[config.mk]
export PLATFORM = sky130hd
export DESIGN_NAME = pipe_hazard_ctrl
export DESIGN_NICKNAME = d
export VERILOG_FILES = /design/src/rtl/pipe_hazard_ctrl.sv
export SDC_FILE = /design/constraint.sdc
export NUM_CORES = 1
export LEC_CHECK = 0
export ABC_AREA = 1
export BUFFER_PORTS_ARGS = -buffer_cell sky130_fd_sc_hd__buf_4
export CORE_AREA = 10 10 91 93
export DETAILED_ROUTE_END_ITERATION = 16
export DIE_AREA = 0 0 101 103
export GPL_ROUTABILITY_DRIVEN = 0
export PLACE_DENSITY = 0.9
export SYNTH_ARGS = -nofsm -noshare
export SYNTH_HDL_FRONTEND = slang
export SYNTH_SLANG_ARGS = --single-unit
[constraint.sdc]
create_clock -name clk -period 1.9 [get_ports clk]
set_input_delay 0.19 -clock clk [delete_from_list [all_inputs] [get_ports clk]]
set_output_delay 0.19 -clock clk [all_outputs]
set_load 0.02 [all_outputs]
[src/rtl/pipe_hazard_ctrl.sv]
// Stall/flush scheduler for the 5-stage pipeline (pc, if_id, id_ex, ex_mem, mem_wb).
// Optional stall counter enabled by defining PIPE_HAZARD_STALL_CNT_EN.
module pipe_hazard_ctrl #(
    parameter int ADDR_W       = 32,
    parameter int DRAIN_CYCLES = 3
) (
    input  logic              clk,
    input  logic              rst,
    input  logic              load_use_i,
    input  logic              div_start_i,
    input  logic              div_done_i,
    input  logic              jump_req_i,
    input  logic [ADDR_W-1:0] jump_addr_i,
    input  logic              trap_req_i,
    input  logic [ADDR_W-1:0] trap_addr_i,
    input  logic              mem_wait_i,
    output logic [4:0]        hold_en_o,
    output logic [4:0]        flush_o,
    output logic              pc_jump_en_o,
    output logic [ADDR_W-1:0] pc_jump_addr_o,
    output logic              trap_ack_o,
    input  logic              stall_cnt_clr_i,
    output logic [31:0]       stall_cnt_o
);

    typedef enum logic [1:0] {IDLE, DIV_WAIT, TRAP_DRAIN, TRAP_JUMP} state_t;

    localparam logic [3:0] DRAIN_INIT = 4'(DRAIN_CYCLES);

    state_t            state_q, state_d;
    logic [3:0]        cnt_q, cnt_d;
    logic [ADDR_W-1:0] taddr_q, taddr_d;

    always_ff @(posedge clk or posedge rst) begin
        if (rst) begin
            state_q <= IDLE;
            cnt_q   <= '0;
            taddr_q <= '0;
        end else begin
            state_q <= state_d;
            cnt_q   <= cnt_d;
            taddr_q <= taddr_d;
        end
    end

    always_comb begin
        state_d        = state_q;
        cnt_d          = cnt_q;
        taddr_d        = taddr_q;
        hold_en_o      = 5'b00000;
        flush_o        = 5'b00000;
        pc_jump_en_o   = 1'b0;
        pc_jump_addr_o = '0;
        trap_ack_o     = 1'b0;
        if (rst) begin
            state_d = IDLE;
        end else if (mem_wait_i) begin
            // Everything upstream of mem_wb freezes; mem_wb takes a bubble.
            hold_en_o = 5'b01111;
            flush_o   = 5'b10000;
        end else begin
            case (state_q)
                IDLE: begin
                    if (div_start_i) begin
                        if (!div_done_i) begin
                            hold_en_o = 5'b00111;
                            flush_o   = 5'b01000;
                            state_d   = DIV_WAIT;
                        end
                    end else if (jump_req_i) begin
                        pc_jump_en_o   = 1'b1;
                        pc_jump_addr_o = jump_addr_i;
                        flush_o        = 5'b00110;
                    end else if (trap_req_i) begin
                        taddr_d   = trap_addr_i;
                        cnt_d     = DRAIN_INIT;
                        hold_en_o = 5'b00011;
                        flush_o   = 5'b00100;
                        // The acceptance cycle is itself the first bubble.
                        state_d   = (DRAIN_CYCLES == 1) ? TRAP_JUMP : TRAP_DRAIN;
                    end else if (load_use_i) begin
                        hold_en_o = 5'b00011;
                        flush_o   = 5'b00100;
                    end
                end
                DIV_WAIT: begin
                    if (div_done_i) begin
                        state_d = IDLE;
                    end else begin
                        hold_en_o = 5'b00111;
                        flush_o   = 5'b01000;
                    end
                end
                TRAP_DRAIN: begin
                    hold_en_o = 5'b00011;
                    flush_o   = 5'b00100;
                    cnt_d     = cnt_q - 4'd1;
                    if (cnt_q <= 4'd2) begin
                        state_d = TRAP_JUMP;
                    end
                end
                TRAP_JUMP: begin
                    pc_jump_en_o   = 1'b1;
                    pc_jump_addr_o = taddr_q;
                    flush_o        = 5'b01110;
                    trap_ack_o     = 1'b1;
                    state_d        = IDLE;
                end
                default: state_d = IDLE;
            endcase
        end
    end

`ifdef PIPE_HAZARD_STALL_CNT_EN
    logic [31:0] stall_cnt_q;

    always_ff @(posedge clk or posedge rst) begin
        if (rst) begin
            stall_cnt_q <= '0;
        end else if (stall_cnt_clr_i) begin
            stall_cnt_q <= '0;
        end else if ((|hold_en_o) && (stall_cnt_q != 32'hFFFF_FFFF)) begin
            stall_cnt_q <= stall_cnt_q + 32'd1;
        end
    end

    assign stall_cnt_o = stall_cnt_q;
`else
    logic unused_stall_clr;
    assign unused_stall_clr = stall_cnt_clr_i;
    assign stall_cnt_o      = 32'd0;
`endif

endmodule

==> implementation parameters, run 1 <==
Parameter                              Value

Clocking
  CTS tree ... yes
  Number of hold-repair buffers added at the cts stage ... 0
  Root buffer selected by CTS ... sky130_fd_sc_hd__clkbuf_8
  H-Tree Level Count ... 2
  Sinks on Clock Net ... 38
  Maximum number of buffers from clock root to sink ... 2
  Clock transition time at the flip-flop clock pins of the worst setup and hold paths ... ~70 ps
  Worst-Skew Late Latency ... approximately 280 ps
  Cts bufs inserted ... 5

Timing
  Final critical-path required period ... 1880 ps
  Top achievable clock speed ... around 530 MHz
  Fin. max-slew vios ... 0
  Final setup violation count ... 0
  Total negative slack ... 0 ps
  Count of endpoints failing hold in the final timing report ... 0
  Final worst-path setup slack ... about 19 ps
  Tcrit/Tclk final ... 99.0%
  Clock Skews ... 3.82 ps
  Fin Hold WS ... roughly 96 ps
  RSZ-0062 raised after global routing ... yes

Synthesis
  Post-synthesis cell type count ... 29
  Number of warnings issued by yosys ... 0
  Flip-flop and latch count after synthesis ... 38
  Cell count after synthesis ... approximately 320
  Fraction of the yosys area taken by sequential cells ... between 30% and 40%
  Number of synthesized flops with an enable pin ... 0
  Post-Synthesis Mean Instance Area ... 9.29 µm²
  Dominant register cell in the synthesized netlist ... sky130_fd_sc_hd__dfrtp_1
  Netlist Area Pre-Place ... between 0.002 and 0.003 mm²
  Fraction of registers with async set or reset after synthesis ... 100%

Routing
  Average wire per standard cell ... 17.7 µm
  Via count normalized by instance count ... roughly 5.2
  Number of optimization iterations in the first detailed-route pass ... 4
  Detailed-route via count ... between 2,000 and 3,000
  Final antenna-violating net count ... 0
  Drt first-iter violations ... 130
  Total wire length ... 8900 µm
  Residual DRC count ... 0

Global routing
  Pin count of the biggest net entering global routing ... 41
  GR Util All Layers ... 15.3%
  Number of global-route vias before repair ... around 2,700
  Initial antenna violation count ... 0
  Overflow left after global routing ... 0
  Global-route wire length before repair ... ~13,000 µm

Die
  Overall die height ... between 100 and 150 µm
  Area of the core ... 0.00657 mm²
  Width of the die ... around 100 µm
  Top-Level Pins ... roughly 150
  Initial standard-cell utilization of the core ... about 45%
  Full die area ... roughly 0.010 mm²
  Placement Rows ... 30

Flow run
  Max capacitance violation total ... 0

Finish
  Filler instances ... ~550
  Diodes inserted ... 0
  Nets ... 503
  Final core occ ... between 60% and 70%
  Multi-input combinational cell area ... between 0.0015 and 0.002 mm²
  Area growth from synthesis to layout ... 37.3%
  FF+latch area ... around 950 µm²
  Count of non-filler cells in the finished layout ... 504
  Area of all placed cells without fillers ... 0.00402 mm²
  Ratio of cells with drive above 1 in the final layout ... approximately half

Hold path
  Class of the worst hold path ... primary input to async pin

Placed design
  Placed instance area ... approximately 0.0037 mm²
  Placed wire-length estimate ... between 6000 and 7000 µm
  DP Worst Slack ... about 94 ps
  Number of instances in the placed design ... around 500
  IO buf count ... between 100 and 150

Setup path
  CP startpoint kind ... flip-flop
  Number of cell instances on the worst register-to-register path ... 10
  Buffers & Inverters on Critical Path ... 3
  Worst-path cell chain ... inv_2 > ha_4 > or2_4 > buf_12 > a21oi_4 > buf_6
  Worst setup EP type ... primary output
  Startpoint of the most critical register-to-register path ... state_q[0]
  Path type of the worst setup path ... flip-flop to primary output
  Crit path max-delay cell type ... sky130_fd_sc_hd__dfrtp_1
  Data required time at the worst endpoint ... ~1700 ps
  Critical Path Max Stage Delay ... about 400 ps
  Flop-to-flop setup slack ... ~260 ps
  Largest delay share family, worst path ... flip-flops
  Maximum fanout encountered on the critical timing path ... 10
  Capture point of the worst reg-to-reg path ... cnt_q[2]
  Arr. time, crit path ... around 1700 ps

Power
  Switching power summed over all nets ... roughly 1.1 mW
  Seq pwr share ... about two fifths
  Clock Power Share ... between 10% and 20%
  Fraction of power spent switching nets ... around a third
  Internal power component ... slightly above 2 mW
  Power density over the cells ... 773 mW/mm²
  Part of the power in combinational logic ... between 40% and 50%
  Static Leakage ... ~1.9 nW
  Worst IR Drop VDD ... 0.500 mV
  Post-layout total power ... roughly 3.1 mW

Run status
  Outcome ... finished, final reports clean
## layout make-up
cell class	count	share of cell area (%)
flip-flops and latches	38	23.7
inverters	17	1.59
clock inverters	1	0.124
repair buffers	127	28.2
multi-input cells	234	41.8
clock buffers	7	2.15
well taps	80	2.49
## what timing repair did
item / 4_1_cts / 5_1_grt
setup endpoints to repair: 35 / 37
resized for setup: 23 / 27
cloned: 0 / 1
buffers inserted: 2 / 1
hold endpoints to repair: 0 / 0
pin swaps: 1 / 1
## routing by layer
layer	routed length, µm	vias up	part of all wire, %	track usage [%]
met3	865	17	9.7	6.17
met2	4560	107	51	27.0
met1	3330	1280	37	16.3
met5	0	-	0	0
li1	-	1214	-	-
met4	146	0	1.6	4.50
## worst max-delay path by stage
stage	start	end	cells past startpoint	slack (ps)
after floorplan	rst	hold_en_o[1]	4	120
after global placement	state_q[0]	pc_jump_addr_o[0]	6	140
after detailed placement	state_q[1]	pc_jump_addr_o[20]	6	90
after CTS	state_q[1]	pc_jump_addr_o[17]	6	20
after global routing	state_q[0]	pc_jump_addr_o[21]	6	-40
final	state_q[0]	pc_jump_addr_o[20]	6	20
## cells in the mapped netlist, types with 2 or more instances
cell type | instances | area share (%)
sky130_fd_sc_hd__ha_1 | 7 | 3.0
sky130_fd_sc_hd__mux2_2 | 2 | 0.77
sky130_fd_sc_hd__a21oi_1 | 10 | 1.7
sky130_fd_sc_hd__nor2_1 | 12 | 1.5
sky130_fd_sc_hd__mux2_4 | 30 | 15
sky130_fd_sc_hd__buf_6 | 5 | 1.9
sky130_fd_sc_hd__nand3_1 | 8 | 1.4
sky130_fd_sc_hd__dfrtp_1 | 38 | 32
sky130_fd_sc_hd__buf_4 | 38 | 9.7
sky130_fd_sc_hd__a21oi_2 | 30 | 9.0
sky130_fd_sc_hd__nor2_4 | 2 | 0.77
sky130_fd_sc_hd__nand2_1 | 53 | 6.8
sky130_fd_sc_hd__buf_1 | 3 | 0.38
sky130_fd_sc_hd__o21ai_0 | 3 | 0.51
sky130_fd_sc_hd__inv_1 | 15 | 1.9
sky130_fd_sc_hd__nand4_1 | 33 | 7.1
sky130_fd_sc_hd__clkbuf_1 | 10 | 1.3
sky130_fd_sc_hd__nor3_1 | 3 | 0.51
sky130_fd_sc_hd__buf_8 | 3 | 1.5
## state kept, by name, indices dropped and copies added, names as in the netlist
| signal | cells |
|---|---|
| taddr_q | 32 |
| state_q | 2 |
| cnt_q | 4 |
## cells by family (layout without fill, tap and decap cells)
group,Yosys count,count (layout),share of synthesized area [%]
and+or+nand+nor,116,116,19.5
buffers and inverters,76,152,17.1
AOI/OAI and AO/OA,45,45,11.7
DFF,38,38,32.5
muxes,32,32,16.2
adders and majority gates,7,7,2.99
other,1,34,0.128
## cell usage in the layout (no fill, tap or decap), types with 3 or more instances in the layout
cell,instances
sky130_fd_sc_hd__a21oi_1,8
sky130_fd_sc_hd__a21oi_2,27
sky130_fd_sc_hd__a21oi_4,5
sky130_fd_sc_hd__buf_12,6
sky130_fd_sc_hd__buf_4,98
sky130_fd_sc_hd__buf_6,21
sky130_fd_sc_hd__clkbuf_8,6
sky130_fd_sc_hd__conb_1,34
sky130_fd_sc_hd__dfrtp_1,38
sky130_fd_sc_hd__ha_1,4
sky130_fd_sc_hd__inv_1,12
sky130_fd_sc_hd__inv_2,3
sky130_fd_sc_hd__mux2_4,30
sky130_fd_sc_hd__nand2_1,51
sky130_fd_sc_hd__nand2_2,3
sky130_fd_sc_hd__nand3_1,7
sky130_fd_sc_hd__nand4_1,33
sky130_fd_sc_hd__nor2_1,12
sky130_fd_sc_hd__o21ai_0,3
## power groups by stage
stage / sequential (mW) / clock [mW] / combinational [mW]
after floorplan: 1.20 / 0 / 0.928
after global placement: 1.24 / 0 / 1.11
after detailed placement: 1.26 / 0 / 1.15
after CTS: 1.24 / 0.579 / 1.23
after global routing: 1.28 / 0.619 / 1.40
final: 1.25 / 0.565 / 1.29
## worst register-to-register path, cell delays in order (launching register included)
cell,delay [ps]
sky130_fd_sc_hd__dfrtp_1,400
sky130_fd_sc_hd__inv_2,100
sky130_fd_sc_hd__ha_4,200
sky130_fd_sc_hd__nand2_1,70
sky130_fd_sc_hd__inv_1,90
sky130_fd_sc_hd__nand3_4,80
sky130_fd_sc_hd__buf_12,190
sky130_fd_sc_hd__nand2_2,210
sky130_fd_sc_hd__nand3_1,90
sky130_fd_sc_hd__nand2_1,70
sky130_fd_sc_hd__nor2_1,40
Note: power is estimated with default switching activity, not from simulation.
==> run 2: changes to the inputs <==
==> constraint.sdc (replaced) <==
create_clock -name clk -period 2 [get_ports clk]
set_input_delay 0.2 -clock clk [delete_from_list [all_inputs] [get_ports clk]]
set_output_delay 0.2 -clock clk [all_outputs]
set_load 0.02 [all_outputs]
==> run 2 against run 1 <==
Net effect:
- utilization shrank 2.4 points
- final cell count decreased by 0.60%
- combinational power fell by 9%
- via count fell by 1.0%
- worst setup slack better by 54 ps
- routed wire length is 0.35% higher
- sequential power down 6%
- critical path depth stayed put
- non-clock buffer count is 3 lower
- global-route usage rose by 0.88 points
- register-to-register slack improved by 100 ps
- first-iteration DRC count decreased by 38%
- critical path type unchanged
- largest cell class unchanged
- largest power group is now registers
==> implementation parameters, run 2 (synthesized netlist as in run 1, its figures left out) <==
Parameter                              Value

Routing
  Via count normalized by instance count ... 5.17 (-0.44%)
  Detailed-route via count ... 2,591 (-1.0%)
  Average wire per standard cell ... 17.8 µm (+0.95%)
  Total wire length ... 8930 µm (+0.35%)
  Drt first-iter violations ... 80 (-38%)
  Residual DRC count ... 0 (unchanged)
  Final antenna-violating net count ... 0 (unchanged)
  Number of optimization iterations in the first detailed-route pass ... 4 (unchanged)

Clocking
  CTS tree ... yes
  Sinks on Clock Net ... 38 (unchanged)
  Root buffer selected by CTS ... sky130_fd_sc_hd__clkbuf_8
  Cts bufs inserted ... 5 (unchanged)
  Worst-Skew Late Latency ... 290 ps (about the same)
  Maximum number of buffers from clock root to sink ... 2 (unchanged)
  Clock transition time at the flip-flop clock pins of the worst setup and hold paths ... 80 ps (about the same)
  H-Tree Level Count ... 2 (unchanged)

Hold path
  Class of the worst hold path ... primary input to async pin

Run status
  Outcome ... finished, final reports clean

Setup path
  Cell count along the critical path ... 6 (unchanged)
  Path type of the worst setup path ... flip-flop to primary output
  Flop-to-flop setup slack ... 360 ps (+100 ps)
  Largest delay share family, worst path ... buffers and inverters
  CP startpoint kind ... flip-flop
  Worst-path cell chain ... inv_2 > ha_4 > or2_4 > buf_12 > a21oi_1 > buf_4
  Worst setup EP type ... primary output
  Data required time at the worst endpoint ... 1800 ps (+90 ps)
  Maximum fanout encountered on the critical timing path ... 11 (+1)
  CP Capture Point ... pc_jump_addr_o[31]
  Arr. time, crit path ... 1730 ps (+40 ps)
  Capture point of the worst reg-to-reg path ... cnt_q[3]
  Number of cell instances on the worst register-to-register path ... 10 (unchanged)
  Buffers & Inverters on Critical Path ... 3 (unchanged)
  Setup crit start ... state_q[1]
  Crit path max-delay cell type ... sky130_fd_sc_hd__dfrtp_1
  Startpoint of the most critical register-to-register path ... state_q[1]
  Critical Path Max Stage Delay ... 400 ps (about the same)

Timing
  Count of endpoints failing hold in the final timing report ... 0 (unchanged)
  Fin. max-slew vios ... 0 (unchanged)
  Final critical-path required period ... just under 2000 ps
  Tcrit/Tclk final ... 96.3%
  Final setup violation count ... 0 (unchanged)
  Transition at the pin with the smallest max-transition slack ... between 500 and 600 ps
  Clock Skews ... 7.93 ps (+4.11 ps)
  Top achievable clock speed ... approximately 520 MHz
  Worst-case headroom to the max-slew limit ... 65.8%
  Final worst-path setup slack ... 73.4 ps (+54.5 ps)

Die
  Initial standard-cell utilization of the core ... 44.6% (unchanged)
  Overall die height ... 103 µm (unchanged)
  Width of the die ... 101 µm (unchanged)
  Area of the core ... 0.00657 mm² (unchanged)
  Top-Level Pins ... 149 (unchanged)
  Full die area ... 0.0104 mm² (unchanged)
  Placement Rows ... 30 (unchanged)

Finish
  Flip-flop count of the largest register, all copies and words added ... 32 (unchanged)
  Filler instances ... 566 (+2.5%)
  Area growth from synthesis to layout ... 31.8%
  Top flop regs ... taddr_q x32, cnt_q x4, state_q x2
  Diodes inserted ... 0 (unchanged)
  Largest register by flop count ... taddr_q
  Ratio of cells with drive above 1 in the final layout ... 48.5% (-2.0 points)
  Most common cell after layout, fill and taps aside ... sky130_fd_sc_hd__buf_4
  Commonest non-fill, non-tap cells in the layout ... sky130_fd_sc_hd__buf_4, sky130_fd_sc_hd__nand2_1, sky130_fd_sc_hd__dfrtp_1
  Nets ... 500 (-0.60%)
  Final core occ ... 58.8% (-2.4 points)

Global routing
  Global-route wire length before repair ... 13,600 µm (+4.8%)
  GR Util All Layers ... 16.1% (+0.88 points)
  Number of global-route vias before repair ... 2,777 (+4.4%)
  Pin count of the biggest net entering global routing ... 41 (unchanged)
  Initial antenna violation count ... 0 (unchanged)
  Overflow left after global routing ... 0 (unchanged)

Placed design
  IO buf count ... 113 (unchanged)
  DP Worst Slack ... 169 ps (+75.0 ps)
  Placed wire-length estimate ... 6580 µm (+0.71%)

Power
  Power density over the cells ... 777 mW/mm² (+0.50%)
  Worst IR Drop VDD ... 0.376 mV (-25%)
  Static Leakage ... 1.91 nW (-1.7%)

Flow run
  Max capacitance violation total ... 0 (unchanged)
==> run 2: changes by cell type in the layout (fill, tap and decap cells not counted), moves of 3 or more <==
| cell | change |
|---|---|
| sky130_fd_sc_hd__buf_12 | -3 |
| sky130_fd_sc_hd__buf_4 | +17 |
| sky130_fd_sc_hd__a21oi_2 | +5 |
| sky130_fd_sc_hd__buf_6 | -18 |
| sky130_fd_sc_hd__a21oi_4 | -5 |
==> run 2: stage by stage <==
stage               instance area [µm²]  TNS [ps]  hold slack, ps  total power, mW  instances
floorplan                          3050         0             349             2.02        348
global placement                   3660         0             410             2.23        490
detailed placement                 3660         0             421             2.29        490
CTS                                3830         0             114             2.98        501
global route                       3860     -32.8             129             3.19        501
finish                             3860         0             104             3.00        501
==> run 2: layout make-up <==
cell class | instances | area, µm² | share of cell area (%)
clock buffers | 7 | 76.3 | 1.98
clock inverters | 1 | 30.0 | 0.778
inverters | 17 | 63.8 | 1.65
multi-input cells | 234 | 1620 | 42.1
flip-flops and latches | 38 | 951 | 24.6
well taps | 80 | 100 | 2.59
repair buffers | 124 | 1010 | 26.3
==> run 2: power breakdown <==
part	switching (mW)	leakage (nW)	total (mW)	internal, mW
Combinational	0.579	1.38	1.18	0.601
Sequential	0.164	0.476	1.18	1.02
Clock	0.262	0.0524	0.635	0.373
==> run 2: tightest hold or removal path, cell delays in order <==
cell,delay [ps]
sky130_fd_sc_hd__buf_4,130
sky130_fd_sc_hd__clkinv_1,60
sky130_fd_sc_hd__buf_4,440
==> run 2: layer usage <==
| metal | share of wire, % | vias up | routed length [µm] | track usage, % |
|---|---|---|---|---|
| met2 | 52 | 123 | 4620 | 28.7 |
| met3 | 9.9 | 11 | 883 | 5.56 |
| li1 | - | 1210 | - | - |
| met4 | 1.2 | 0 | 106 | 5.36 |
| met1 | 37 | 1247 | 3320 | 17.5 |
| met5 | 0 | - | 0 | 0 |
==> run 2: how the worst min path moves through the flow <==
stage / end / slack, ps / depth (start not counted)
finish: taddr_q[22] / 100 / 3
global route: taddr_q[10] / 130 / 2
CTS: taddr_q[22] / 110 / 3
detailed placement: taddr_q[25] / 420 / 3
global placement: cnt_q[3] / 410 / 3
floorplan: taddr_q[0] / 350 / 1
==> run 2: timing repair <==
action | 4_1_cts | 5_1_grt
hold buffers | 0 | 0
gates resized for setup | 8 | 7
endpoints found under the hold margin | 0 | 0
buffers inserted | 2 | 0
pin swaps | 1 | 0
cloned | 1 | 0
endpoints found under the setup margin | 35 | 35
==> run 3: changes to the inputs <==
--- a/config.mk
+++ b/config.mk
@@ -7,11 +7,12 @@
 export LEC_CHECK = 0
 export ABC_AREA = 1
 export BUFFER_PORTS_ARGS = -buffer_cell sky130_fd_sc_hd__buf_4
-export CORE_AREA = 10 10 91 93
+export CORE_AREA = 10 10 90 92
+export CTS_BUF_LIST = sky130_fd_sc_hd__clkbuf_4
 export DETAILED_ROUTE_END_ITERATION = 16
-export DIE_AREA = 0 0 101 103
+export DIE_AREA = 0 0 100 102
 export GPL_ROUTABILITY_DRIVEN = 0
-export PLACE_DENSITY = 0.9
+export PLACE_DENSITY = 0.91
 export SYNTH_ARGS = -nofsm -noshare
 export SYNTH_HDL_FRONTEND = slang
 export SYNTH_SLANG_ARGS = --single-unit
==> run 3 against run 2 <==
Net effect:
- sequential cell count unchanged
- hold slack worse by 71 ps
- critical endpoint is now pc_jump_addr_o[12]
- largest power group is now combinational cells
- combinational power about the same
- register-to-register slack lost 110 ps
- clock skew decreased by 4.0 ps
- utilization increased by 3.2 points
- routed wire length shrank 1.6%
- via count decreased by 0.31%
- clock power decreased by 39%
- sequential power about the same
- sequential share of layout area shrank 0.17 points
- die area fell by 2.0%
==> implementation parameters, run 3 (synthesized netlist as in run 1, its figures left out) <==
Parameter                              Value

Power
  Seq pwr share ... 42.8% (+3.3 points)
  Fraction of power spent switching nets ... 36.1% (+2.6 points)
  Internal power component ... 1.77 mW (-11%)
  Post-layout total power ... 2.77 mW (-7.8%)
  Worst IR Drop VDD ... 0.410 mV (+8.9%)
  Clock Power Share ... 13.9% (-7.3 points)
  Part of the power in combinational logic ... 43.2% (+3.9 points)
  Switching power summed over all nets ... 1000 µW (-0.53%)
  Static Leakage ... 1.92 nW (+0.42%)
  Power density over the cells ... 712 mW/mm² (-8.5%)

Finish
  Largest register by flop count ... taddr_q
  Multi-input combinational cell area ... 0.00163 mm² (+0.54%)
  Flip-flop count of the largest register, all copies and words added ... 32 (unchanged)
  Ratio of cells with drive above 1 in the final layout ... 50.1% (+1.7 points)
  FF+latch area ... 951 µm² (unchanged)
  Filler instances ... 538 (-4.9%)
  Diodes inserted ... 0 (unchanged)
  Commonest non-fill, non-tap cells in the layout ... sky130_fd_sc_hd__buf_4, sky130_fd_sc_hd__nand2_1, sky130_fd_sc_hd__dfrtp_1
  Most common cell after layout, fill and taps aside ... sky130_fd_sc_hd__buf_4
  Area growth from synthesis to layout ... 32.8%
  Nets ... 506 (+1.2%)
  Final core occ ... 61.9% (+3.2 points)
  Area of all placed cells without fillers ... 0.00389 mm² (+0.71%)
  Top flop regs ... taddr_q x32, cnt_q x4, state_q x2

Clocking
  CTS tree ... yes
  Worst-Skew Late Latency ... 330 ps (+40 ps)
  Cts bufs inserted ... 5 (unchanged)
  Root buffer selected by CTS ... sky130_fd_sc_hd__clkbuf_4
  Clock transition time at the flip-flop clock pins of the worst setup and hold paths ... 110 ps (+30 ps)
  Sinks on Clock Net ... 38 (unchanged)
  H-Tree Level Count ... 2 (unchanged)
  Maximum number of buffers from clock root to sink ... 2 (unchanged)

Setup path
  Data required time at the worst endpoint ... 1800 ps (about the same)
  Critical Path Max Stage Delay ... 420 ps (+20 ps)
  CP startpoint kind ... flip-flop
  Maximum fanout encountered on the critical timing path ... 16 (+5)
  Setup crit start ... state_q[0]
  Worst-path cell chain ... inv_2 > ha_4 > or2_4 > buf_12 > a21oi_2 > buf_6
  Worst setup EP type ... primary output
  Arr. time, crit path ... 1770 ps (+40 ps)
  Crit path max-delay cell type ... sky130_fd_sc_hd__dfrtp_1
  Startpoint of the most critical register-to-register path ... state_q[0]
  Path type of the worst setup path ... flip-flop to primary output

Timing
  Final worst-path setup slack ... 33.1 ps (-40.4 ps)
  Final critical-path required period ... 1970 ps (+40.4 ps)
  Top achievable clock speed ... 508 MHz (-2.1%)
  Total negative slack ... 0 ps (unchanged)
  Final setup violation count ... 0 (unchanged)
  Worst-case headroom to the max-slew limit ... 66.6% (+0.81 points)
  RSZ-0062 raised after global routing ... yes
  Fin. max-slew vios ... 0 (unchanged)
  Clock Skews ... 3.95 ps (-3.97 ps)
  Count of endpoints failing hold in the final timing report ... 0 (unchanged)
  Tcrit/Tclk final ... 98.3% (+2.0 points)
  Transition at the pin with the smallest max-transition slack ... 501 ps (-12.1 ps)

Global routing
  Overflow left after global routing ... 0 (unchanged)
  Initial antenna violation count ... 0 (unchanged)
  GR Util All Layers ... 16.1% (-0.066 points)
  Global-route wire length before repair ... 13,700 µm (+0.61%)
  Pin count of the biggest net entering global routing ... 41 (unchanged)
  Number of global-route vias before repair ... 2,833 (+2.0%)

Routing
  Detailed-route via count ... 2,583 (-0.31%)
  Average wire per standard cell ... 17.4 µm (-2.2%)
  Final antenna-violating net count ... 0 (unchanged)
  Number of optimization iterations in the first detailed-route pass ... 4 (unchanged)
  Total wire length ... 8780 µm (-1.6%)
  Via count normalized by instance count ... 5.13 (-0.90%)
  Residual DRC count ... 0 (unchanged)
  Drt first-iter violations ... 160 (+100%)

Placed design
  Placed instance area ... 0.00366 mm² (-0.17%)
  DP Worst Slack ... 165 ps (-3.80 ps)
  IO buf count ... 113 (unchanged)
  Placed wire-length estimate ... 6780 µm (+3.1%)

Die
  Width of the die ... 100 µm (-0.99%)
  Overall die height ... 102 µm (-0.97%)
  Initial standard-cell utilization of the core ... 46.6% (+2.1 points)
  Top-Level Pins ... 149 (unchanged)
  Full die area ... 0.0102 mm² (-2.0%)
  Area of the core ... 0.00628 mm² (-4.4%)
  Placement Rows ... 29 (-3.3%)

Hold path
  Class of the worst hold path ... primary input to async pin

Run status
  Outcome ... finished, final reports clean

Flow run
  Max capacitance violation total ... 0 (unchanged)
run 3: cell types whose count changed in the layout (fill, tap and decap cells not counted), sizes merged:
cell,delta
clkinvlp,+1
clkbuf,-2
clkinv,+2
buf,+6
bufinv,-1
run 3: stage by stage:
stage	std cells	hold WS (ps)
floorplan	348	349
global placement	490	400
detailed placement	490	421
CTS	503	39.3
global route	504	62.8
finish	504	33.5
run 3: worst paths after layout:
check / to / slack [ps] / cells after the start
worst max register to register: cnt_q[2] / 250 / 10
min in group clk: taddr_q[28] / 90 / 2
worst min-delay path: state_q[0] / 30 / 3
worst max-delay path: pc_jump_addr_o[12] / 30 / 6
max in group asynchronous: cnt_q[0] / 1620 / 3
worst min register to register: taddr_q[11] / 530 / 1
run 3: worst max-delay path, delay by kind of cell, from the launching register on:
| family | cells | cell delay [ps] |
|---|---|---|
| flip-flops | 1 | 420 |
| buffers and inverters | 3 | 400 |
| AND/OR/NAND/NOR | 1 | 300 |
| adder cells (fa/ha/maj) | 1 | 200 |
| AO/OA/AOI/OAI | 1 | 120 |
run 3: what timing repair did:
item,in CTS,in global routing
pin swaps,1,2
hold buffers,0,0
setup buffers,4,1
gates resized for setup,15,17
endpoints found under the setup margin,37,31
cloned,1,0
run 3: per-layer routing:
| metal | up-vias | share of wire (%) | GRT usage, % |
|---|---|---|---|
| met5 | - | 0 | 0 |
| met1 | 1247 | 38 | 17.5 |
| met3 | 10 | 8.0 | 5.60 |
| li1 | 1227 | - | - |
| met2 | 99 | 52 | 28.9 |
| met4 | 0 | 1.2 | 4.67 |
run 3: final cells by class:
| class | count | share of cell area (%) |
|---|---|---|
| sequential | 38 | 24.5 |
| multi-input combinational | 234 | 42.0 |
| inverter | 17 | 1.64 |
| clock inverter | 3 | 0.418 |
| timing repair buffer | 130 | 28.0 |
| clock buffer | 5 | 0.966 |
| tap | 77 | 2.48 |
run 3: power groups by stage:
stage	logic [mW]	clock network [mW]	registers, mW
finish	1.20	0.386	1.18
floorplan	0.881	0	1.14
detailed placement	1.10	0	1.19
CTS	1.18	0.406	1.18
global route	1.30	0.432	1.21
global placement	1.05	0	1.17
